<file path="config.mk">
export PLATFORM = sky130hd
export DESIGN_NAME = pipe_ctrl
export DESIGN_NICKNAME = d
export VERILOG_FILES = /design/src/rtl/pipe_ctrl.sv
export SDC_FILE = /design/constraint.sdc
export NUM_CORES = 1
export LEC_CHECK = 0
export BUFFER_PORTS_ARGS = -buffer_cell sky130_fd_sc_hd__buf_4
export CORE_ASPECT_RATIO = 1.75
export CORE_MARGIN = 8
export CORE_UTILIZATION = 41
export DETAILED_ROUTE_END_ITERATION = 12
export PLACE_DENSITY_LB_ADDON = 0.05
export SETUP_SLACK_MARGIN = 0.5
export SLEW_MARGIN = 20
export SYNTH_ARGS = -nofsm -noshare
export SYNTH_HDL_FRONTEND = slang
export SYNTH_SLANG_ARGS = --single-unit
</file>
<file path="constraint.sdc">
create_clock -name clk -period 2.35 [get_ports clk]
set_input_delay 0.235 -clock clk [delete_from_list [all_inputs] [get_ports clk]]
set_output_delay 0.235 -clock clk [all_outputs]
set_load 0.005 [all_outputs]
</file>
<file path="src/rtl/pipe_ctrl.sv">
// Central pipeline controller: merges stage stall requests, sequences exception/ERET
// flushes with a one-cycle bubble hold, and tracks a stall watchdog and stall-cycle counter.
module pipe_ctrl #(
  parameter logic [31:0] EXC_VECTOR = 32'h00000020,
  parameter int unsigned MAX_STALL  = 64,
  parameter logic [31:0] ERET_CODE  = 32'h0000000e
) (
  input  logic        clk,
  input  logic        rst,
  input  logic        stallreq_id,
  input  logic        stallreq_ex,
  input  logic        stallreq_mem,
  input  logic [31:0] excepttype_i,
  input  logic [31:0] cp0_epc_i,
  output logic [5:0]  stall,
  output logic        flush,
  output logic [31:0] new_pc,
  output logic        stall_timeout,
  output logic [31:0] perf_stall_cycles
);

  typedef enum logic {RUN, FLUSH_HOLD} state_t;

  localparam logic [15:0] CONSEC_MAX = 16'(MAX_STALL);
  localparam logic [15:0] CONSEC_TRIP = 16'(MAX_STALL - 1);

  state_t      state;
  logic [15:0] consec;
  logic        stalled;

  // Zero-latency arbitration so the stage registers react in the same cycle.
  always_comb begin
    stall  = 6'b000000;
    flush  = 1'b0;
    new_pc = 32'h00000000;
    if (!rst && state == RUN) begin
      if (excepttype_i != 32'h00000000) begin
        flush  = 1'b1;
        new_pc = (excepttype_i == ERET_CODE) ? cp0_epc_i : EXC_VECTOR;
      end else if (stallreq_mem) begin
        stall = 6'b011111;
      end else if (stallreq_ex) begin
        stall = 6'b001111;
      end else if (stallreq_id) begin
        stall = 6'b000111;
      end
    end
  end

  assign stalled = (stall != 6'b000000);

  always_ff @(posedge clk) begin
    if (rst) begin
      state             <= RUN;
      consec            <= 16'd0;
      stall_timeout     <= 1'b0;
      perf_stall_cycles <= 32'h00000000;
    end else begin
      // A flush always lands in FLUSH_HOLD; the hold state always returns to RUN.
      state <= flush ? FLUSH_HOLD : RUN;
      if (!stalled) begin
        consec <= 16'd0;
      end else if (consec != CONSEC_MAX) begin
        consec <= consec + 16'd1;
      end
      if (stalled && consec == CONSEC_TRIP) begin
        stall_timeout <= 1'b1;
      end
      if (stalled) begin
        perf_stall_cycles <= perf_stall_cycles + 32'd1;
      end
    end
  end

endmodule

</file>
After elaboration in Yosys (flattened, before gate mapping)
Cells that the tools add are included.
{ "op_classes": {"muxes": 11, "n_addsub": 2, "bitwise_logic": 2, "n_reduce_logical": 6, "eq_ne": 3} }
{ "ops": {"columns": ["op", "n"], "rows": [
  ["two-way mux 32 bit", 3],
  ["adder 32 x 1 -> 32 bit, second input constant", 1],
  ["equality test 32 x 4 -> 1 bit, second input constant", 1],
  ["nonzero test 32 bit", 1],
  ["adder 16 x 1 -> 16 bit, second input constant", 1],
  ["equality test 16 x 6 -> 1 bit, second input constant", 1],
  ["inequality test 16 x 7 -> 1 bit, second input constant", 1],
  ["two-way mux 5 bit", 3],
  ["nonzero test 6 bit", 1],
  ["two-way mux 4 bit", 1],
  ["two-way mux 1 bit", 3],
  ["two-way mux 3 bit", 1],
  ["logical AND 1 bit", 2],
  ["NOT 1 bit", 2],
  ["OR reduction 2 bit", 1],
  ["logical NOT 1 bit", 1]
]} }
{ "totals": {"in_bits": 69, "word_cells": 28, "register_bits": 50, "out_inout_bits": 72} }

Depth between registers and ports, before layout
Gate-level depths: netlist of run 1.
{ "depth": {"word_depth": 8, "depth_mapped": 9} }

Worst setup path after synthesis of run 1
Ideal clock, no wire load.
{ "synth_path": {"kind": "in2reg", "from": "input rst", "to": "register perf_stall_cycles[30]", "stages": 9, "setup_ns": 0.071, "t_arrival_ns": 2.279, "path_slack_ns": 0.001, "path_buffers": 4, "cell_sequence": "buf_6 or2_1 buf_6 or3_4 buf_6 or4_4 buf_6 or3_1 a21oi_1"} }
{ "synth_via": {"elab_chain_cells": 4} }
{ "synth_lines": {"columns": ["item", "line", "text"], "rows": [
  ["from (decl)", "9", "input logic rst,"],
  ["logical NOT 1 bit", "36", "if (!rst && state == RUN) begin"],
  ["logical AND 1 bit", "36", null],
  ["two-way mux 5 bit", "36", null],
  ["nonzero test 6 bit", "50", "assign stalled = (stall != 6'b000000);"],
  ["to (signal assigned)", "70", "perf_stall_cycles <= perf_stall_cycles + 32'd1;"],
  ["to (decl)", "19", "output logic [31:0] perf_stall_cycles"]
]} }
Parallel ways exist; a longest one is shown, timed or not.
A chain may end at the register's enable or synchronous reset.

Final worst setup path of run 1
{ "layout_path": {"from": "register state", "to": "output new_pc[0]"} }
{ "layout_via": {"elab_chain_cells": 3} }
{ "layout_lines": {"columns": ["item", "line", "text"], "rows": [
  ["from (decl)", "27", "state_t state;"],
  ["from (signal assigned)", "60", "state <= flush ? FLUSH_HOLD : RUN;"],
  ["NOT 1 bit", "36", null],
  ["logical AND 1 bit", "36", null],
  ["two-way mux 32 bit", "36", null],
  ["to (decl)", "17", "output logic [31:0] new_pc,"]
]} }
No other way between the ends.

==> results of run 1 <==
-- stage by stage --
| step | TNS, ns | worst slack [ns] | utilization, % | power (mW) | cells |
|---|---|---|---|---|---|
| after floorplan | 0 | 0.159 | - | 0.895 | 349 |
| after global placement | -0.0339 | -0.0339 | 59.9 | 0.982 | 565 |
| after detailed placement | -0.0213 | -0.0213 | 59.9 | 0.984 | 565 |
| after CTS | 0 | 0.310 | 68.1 | 1.85 | 586 |
| after global routing | 0 | 0.245 | 73.3 | 1.90 | 593 |
| final | 0 | 0.315 | 73.3 | 1.85 | 593 |
-- final timing paths --
check,end,slack (ns),depth (start not counted)
max,new_pc[0],0.31,7
min,state,0.33,3
max reg2reg,perf_stall_cycles[10],0.36,5
min reg2reg,stall_timeout,0.49,2
-- layout by cell type, fill, tap and decap left out, types with 8 or more instances in the layout --
master and count:
xor2_1 8, nand4_1 16, and2_4 30, xnor2_1 12
buf_4 129, or3_1 19, nor2_1 32, dfxtp_1 36
o21ai_0 16, dfxtp_2 11, a21oi_1 28, nand2_1 17
nand3_1 17, buf_6 38, nor4_4 8, nor4_2 8
-- critical path, stage by stage (launching register included) --
cell and delay [ns]:
dfxtp_2 0.33, or2_4 0.23, buf_6 0.13, nor4_4 0.27, buf_4 0.18, buf_6 0.13, and2_4 0.15, buf_6 0.09
-- final cells by class --
class                      count  area (µm²)  area share (%)
timing repair buffer         170        1450            30.3
sequential                    50        1030            21.4
antenna                        1        2.50          0.0522
inverter                       7        28.8           0.600
tap                           82         103            2.14
multi-input combinational    275        2010            41.9
clock buffer                   5         125            2.61
clock inverter                 3        48.8            1.02
-- registers in the layout, summed over array words and instances, names as in the netlist --
register           cells
stall_timeout          1
consec                16
perf_stall_cycles     32
state                  1
-- what timing repair did --
| item | in CTS | in global routing |
|---|---|---|
| cloned | 3 | 1 |
| endpoints found under the setup margin | 66 | 69 |
| pin swaps | 18 | 32 |
| resized for setup | 73 | 75 |
| buffers inserted | 10 | 5 |
-- report_power, final --
part	switching [mW]	total (mW)	internal, mW
Sequential	0.000908	0.845	0.844
Clock	0.343	0.853	0.510
Combinational	0.0548	0.148	0.0928
-- cell families (layout without fill, tap and decap cells) --
logic type / after synthesis / after routing / synth area share (%)
compound gates: 55 / 55 / 10.6
xor+xnor: 20 / 20 / 6.33
fa+ha+maj: 3 / 3 / 1.36
buf+inv: 25 / 185 / 4.88
flops: 50 / 50 / 36.2
mux: 2 / 2 / 0.768
other cells: 1 / 2 / 0.135
simple gates: 193 / 194 / 39.8
-- per-layer routing --
metal  up-vias  track usage, %
met5         -               0
met4         0            8.12
met3        19            7.59
met2       128            38.4
met1      1548            18.9
li1       1579               -
==> qor.yml, run 1 <==
drt-initial-drc-count: 217
cts_hold_buffers: 0
fin_skew_ns: 0.00788
overflow: 0
root_buffer: "clkbuf_16"
routed-wl-met2_mm: 6.04
worstSetupPathType: "register to output port"
fmax_mhz: 491
syn-cell-area_um2: 2770
avgSynthCellArea_um2: 7.93
fillCellCount: 529
place.gp.congestion: 0.836
synth_top_cell_by_area: "dfxtp_1"
ys_ff_latch: 50
fin_crit_ns: 2.04
startpoint_type: "register"
ys.flop_type: "dfxtp_1"
synth_top_area_share_pct: 36.2
synth_edf_count: 0
wirelength_mm: 10.9
setup-violations-final: 0
final_area_um2: 4800
avgRoutedWirePerCell_um: 18.3
ys_seq_area_share_pct: 36.2
synth_async_sr_flop_share_pct: 0
maxUsedRoutingLayer: "met4"
wl_met1_mm: 3.67
grt_usage_pct: 20.5
cts_sinks: 50
post-route-period-util_pct: 86.6
rows: 39
hold_ws_ns: 0.327
die_h_um: 125
grt_pass1_wl_mm: 16.6
wl_met3_um: 877
clk_latency_ns: 0.29
peakVddDrop_mv: 0.347
slew_viol_final: 0
die_w_um: 78.1
drc_errors: 0
coreArea_um2: 6540
numPortBuffers: 139
floorplan.initialDensity_pct: 42.3
max_cap_violations: 0
grt_max_degree: 36
worstHoldPathType: "input pin to register"
crit_arrival_ns: 1.80
worstReg2RegStart: "state"
p_leak_nw: 1.91
hold_start: "excepttype_i[3]"
pin_count: 141
cp-startpoint: "state"
h-tree-depth: 2
critPathMaxFanout: 8
p_per_area_nw_per_um2: 385
dpl_cell_area_um2: 3920
nets: 581
clkSlewWorstSetupHoldPaths_ns: 0.07
drtPass1Iterations: 4
drive_above_1_share_pct: 52.2
hold_viol: 0
ant_nets: 0
synth_area_leaders: "dfxtp_1, and2_1, a21oi_1, nor2_1, or3_1"
syn_inst: 349
viasPerCell: 5.52
antenna_found_initial: 1
syn_nets: 421
cts_tree: "yes"
synth.most_common_cell: "dfxtp_1"
num_vias: 3274
synth_cell_type_count: 38
synthToLayoutAreaGrowth_pct: 73.2
required_ns: 2.12
hpwl_mm: 7.67
yosysWarnings: 0
fp.dieArea_um2: 9740
grt_pass1_vias: 3439
outcome: "finished, final reports clean"
synth.top_cells.by_count: "dfxtp_1, nor2_1, and2_1"
crit_path_end_kind: "output port"
grt_setup_unrepaired: "yes"
cts_buffer_depth: 2
cts_buffers: 5
No activity file was read; power rests on OpenSTA's default activity.
==> run 2: changes to the inputs <==
Settings changed: RECOVER_POWER set to 25.
==> run 2 against run 1 <==
  * Global-route usage unchanged
  * Die area unchanged
  * Critical path depth shrank 1
  * Clock skew about the same
  * First-iteration DRC count shrank 4.6%
  * Largest power group unchanged
  * Setup slack worse by 0.018 ns
  * Largest cell class unchanged
==> qor.yml, run 2 (synthesized netlist as in run 1, its figures left out) <==
cts_tree: "yes"
crit_slowest_cell: "or4_4"
numPortBuffers: 139
fillCellCount: 547
clkSlewWorstSetupHoldPaths_ns: 0.07
setup_tns_ns: 0
dpl_cell_area_um2: 3920
place.gp.congestion: 0.836
crit_chain: "ha_4 -> and3_4 -> nand2_4 -> or4_4 -> or3_1 -> a21oi_1"
cts_sinks: 50
top_register: "perf_stall_cycles"
timing.final.ws_setup_ns: 0.297
peakVddDrop_mv: 0.347
setup-violations-final: 0
wirelength_mm: 10.9
grt_pass1_vias: 3439
drc_errors: 0
cts_buffers: 5
cts_buffer_depth: 2
hold_viol: 0
grt_max_degree: 36
grt_use_met1_pct: 18.9
crit_arrival_ns: 2.28
max_cap_violations: 0
internal_power_mw: 1.45
multi_input_area_um2: 2010
die_h_um: 125
power_frac_comb_pct: 8.0
grt_setup_unrepaired: "yes"
max_stage_delay_ns: 0.55
antenna_found_initial: 1
pin_count: 141
p_seq_share_pct: 45.9
grt_pass1_wl_mm: 16.6
required_ns: 2.57
ff_latch_area_um2: 1000
largest_reg_flops: 32
synthToLayoutAreaGrowth_pct: 71.8
worstSetupPathType: "register to register"
reg_top3: "perf_stall_cycles: 32 flops, consec: 16 flops"
p_per_area_nw_per_um2: 389
finalPower_mw: 1.85
overflow: 0
gr-usage-met3_pct: 7.59
h-tree-depth: 2
final_common_cell: "buf_4"
coreArea_um2: 6540
drive_above_1_share_pct: 49.0
p_leak_nw: 1.88
final_area_um2: 4760
hold_ws_ns: 0.328
post-route-period-util_pct: 87.4
fin_skew_ns: 0.00749
slew_viol_final: 0
fp.dieArea_um2: 9740
busiest_layer: "met2"
drtPass1Iterations: 4
nets: 581
startpoint_type: "register"
drt-initial-drc-count: 207
grt_usage_pct: 20.5
floorplan.initialDensity_pct: 42.3
clk_latency_ns: 0.29
place_ws_ns: -0.0213
crit_path_end_kind: "register"
fin_crit_ns: 2.05
ant_nets: 0
die_w_um: 78.1
num_vias: 3301
path_buf_inv: 0
rows: 39
hpwl_mm: 7.67
clkPwrFrac_pct: 46.2
root_buffer: "clkbuf_16"
outcome: "finished, final reports clean"
final_cell_mix: "buf_4, dfxtp_1, buf_6, nor2_1, and2_4"
switching_power_uw: 400
met2_usage_pct: 38.4
fmax_mhz: 487
viasPerCell: 5.57
critical-path-top-delay-family: "simple AND/OR/NAND/NOR gates"
avgRoutedWirePerCell_um: 18.4
swShare_pct: 21.6
worstHoldPathType: "input pin to register"
critPathMaxFanout: 7
run 2: power by group through the flow:
stage,combinational [mW],clock [mW],sequential (mW)
2_1_floorplan,0.0274,0,0.868
3_3_place_gp,0.114,0,0.868
6_report,0.148,0.854,0.849
4_1_cts,0.138,0.868,0.847
5_1_grt,0.155,0.903,0.848
3_5_place_dp,0.116,0,0.868
run 2: timing repair:
item | 4_1_cts | 5_1_grt
hold buffers | 0 | 0
setup buffers | 10 | 5
endpoints found under the setup margin | 66 | 69
gates cloned | 3 | 1
pin swaps | 18 | 32
resized for setup | 73 | 75
run 2: worst reg2reg max path: stages (launching register included):
cell and delay, ns:
dfxtp_1 0.48, ha_4 0.20, and3_4 0.22, nand2_4 0.07, or4_4 0.55, or3_1 0.33, a21oi_1 0.14
run 2: cell type report:
type / instances / area share (%)
Inverter: 7 / 0.605
Sequential cell: 50 / 21.1
Timing Repair Buffer: 170 / 30.1
Clock buffer: 5 / 2.63
Clock inverter: 3 / 1.03
Tap cell: 82 / 2.16
Multi-Input combinational cell: 275 / 42.3
Antenna cell: 1 / 0.0526
run 2: path summary, 6_finish.rpt:
check / start / end / slack [ns] / cells after the start
setup reg to reg: perf_stall_cycles[0] / perf_stall_cycles[26] / 0.30 / 6
hold reg to reg: stall_timeout / stall_timeout / 0.48 / 2
hold / removal: excepttype_i[3] / state / 0.33 / 3
setup / recovery: perf_stall_cycles[0] / perf_stall_cycles[26] / 0.30 / 6
run 2: routing by layer:
layer | vias to the layer above | routed length [µm]
met5 | - | 0
met4 | 0 | 286
met3 | 27 | 873
met2 | 143 | 6050
met1 | 1554 | 3670
li1 | 1577 | -
run 2: through the flow:
step / instances / utilization (%)
finish: 593 / 72.7
global route: 593 / 72.7
CTS: 586 / 68.1
detailed placement: 565 / 59.9
global placement: 565 / 59.9
floorplan: 349 / -
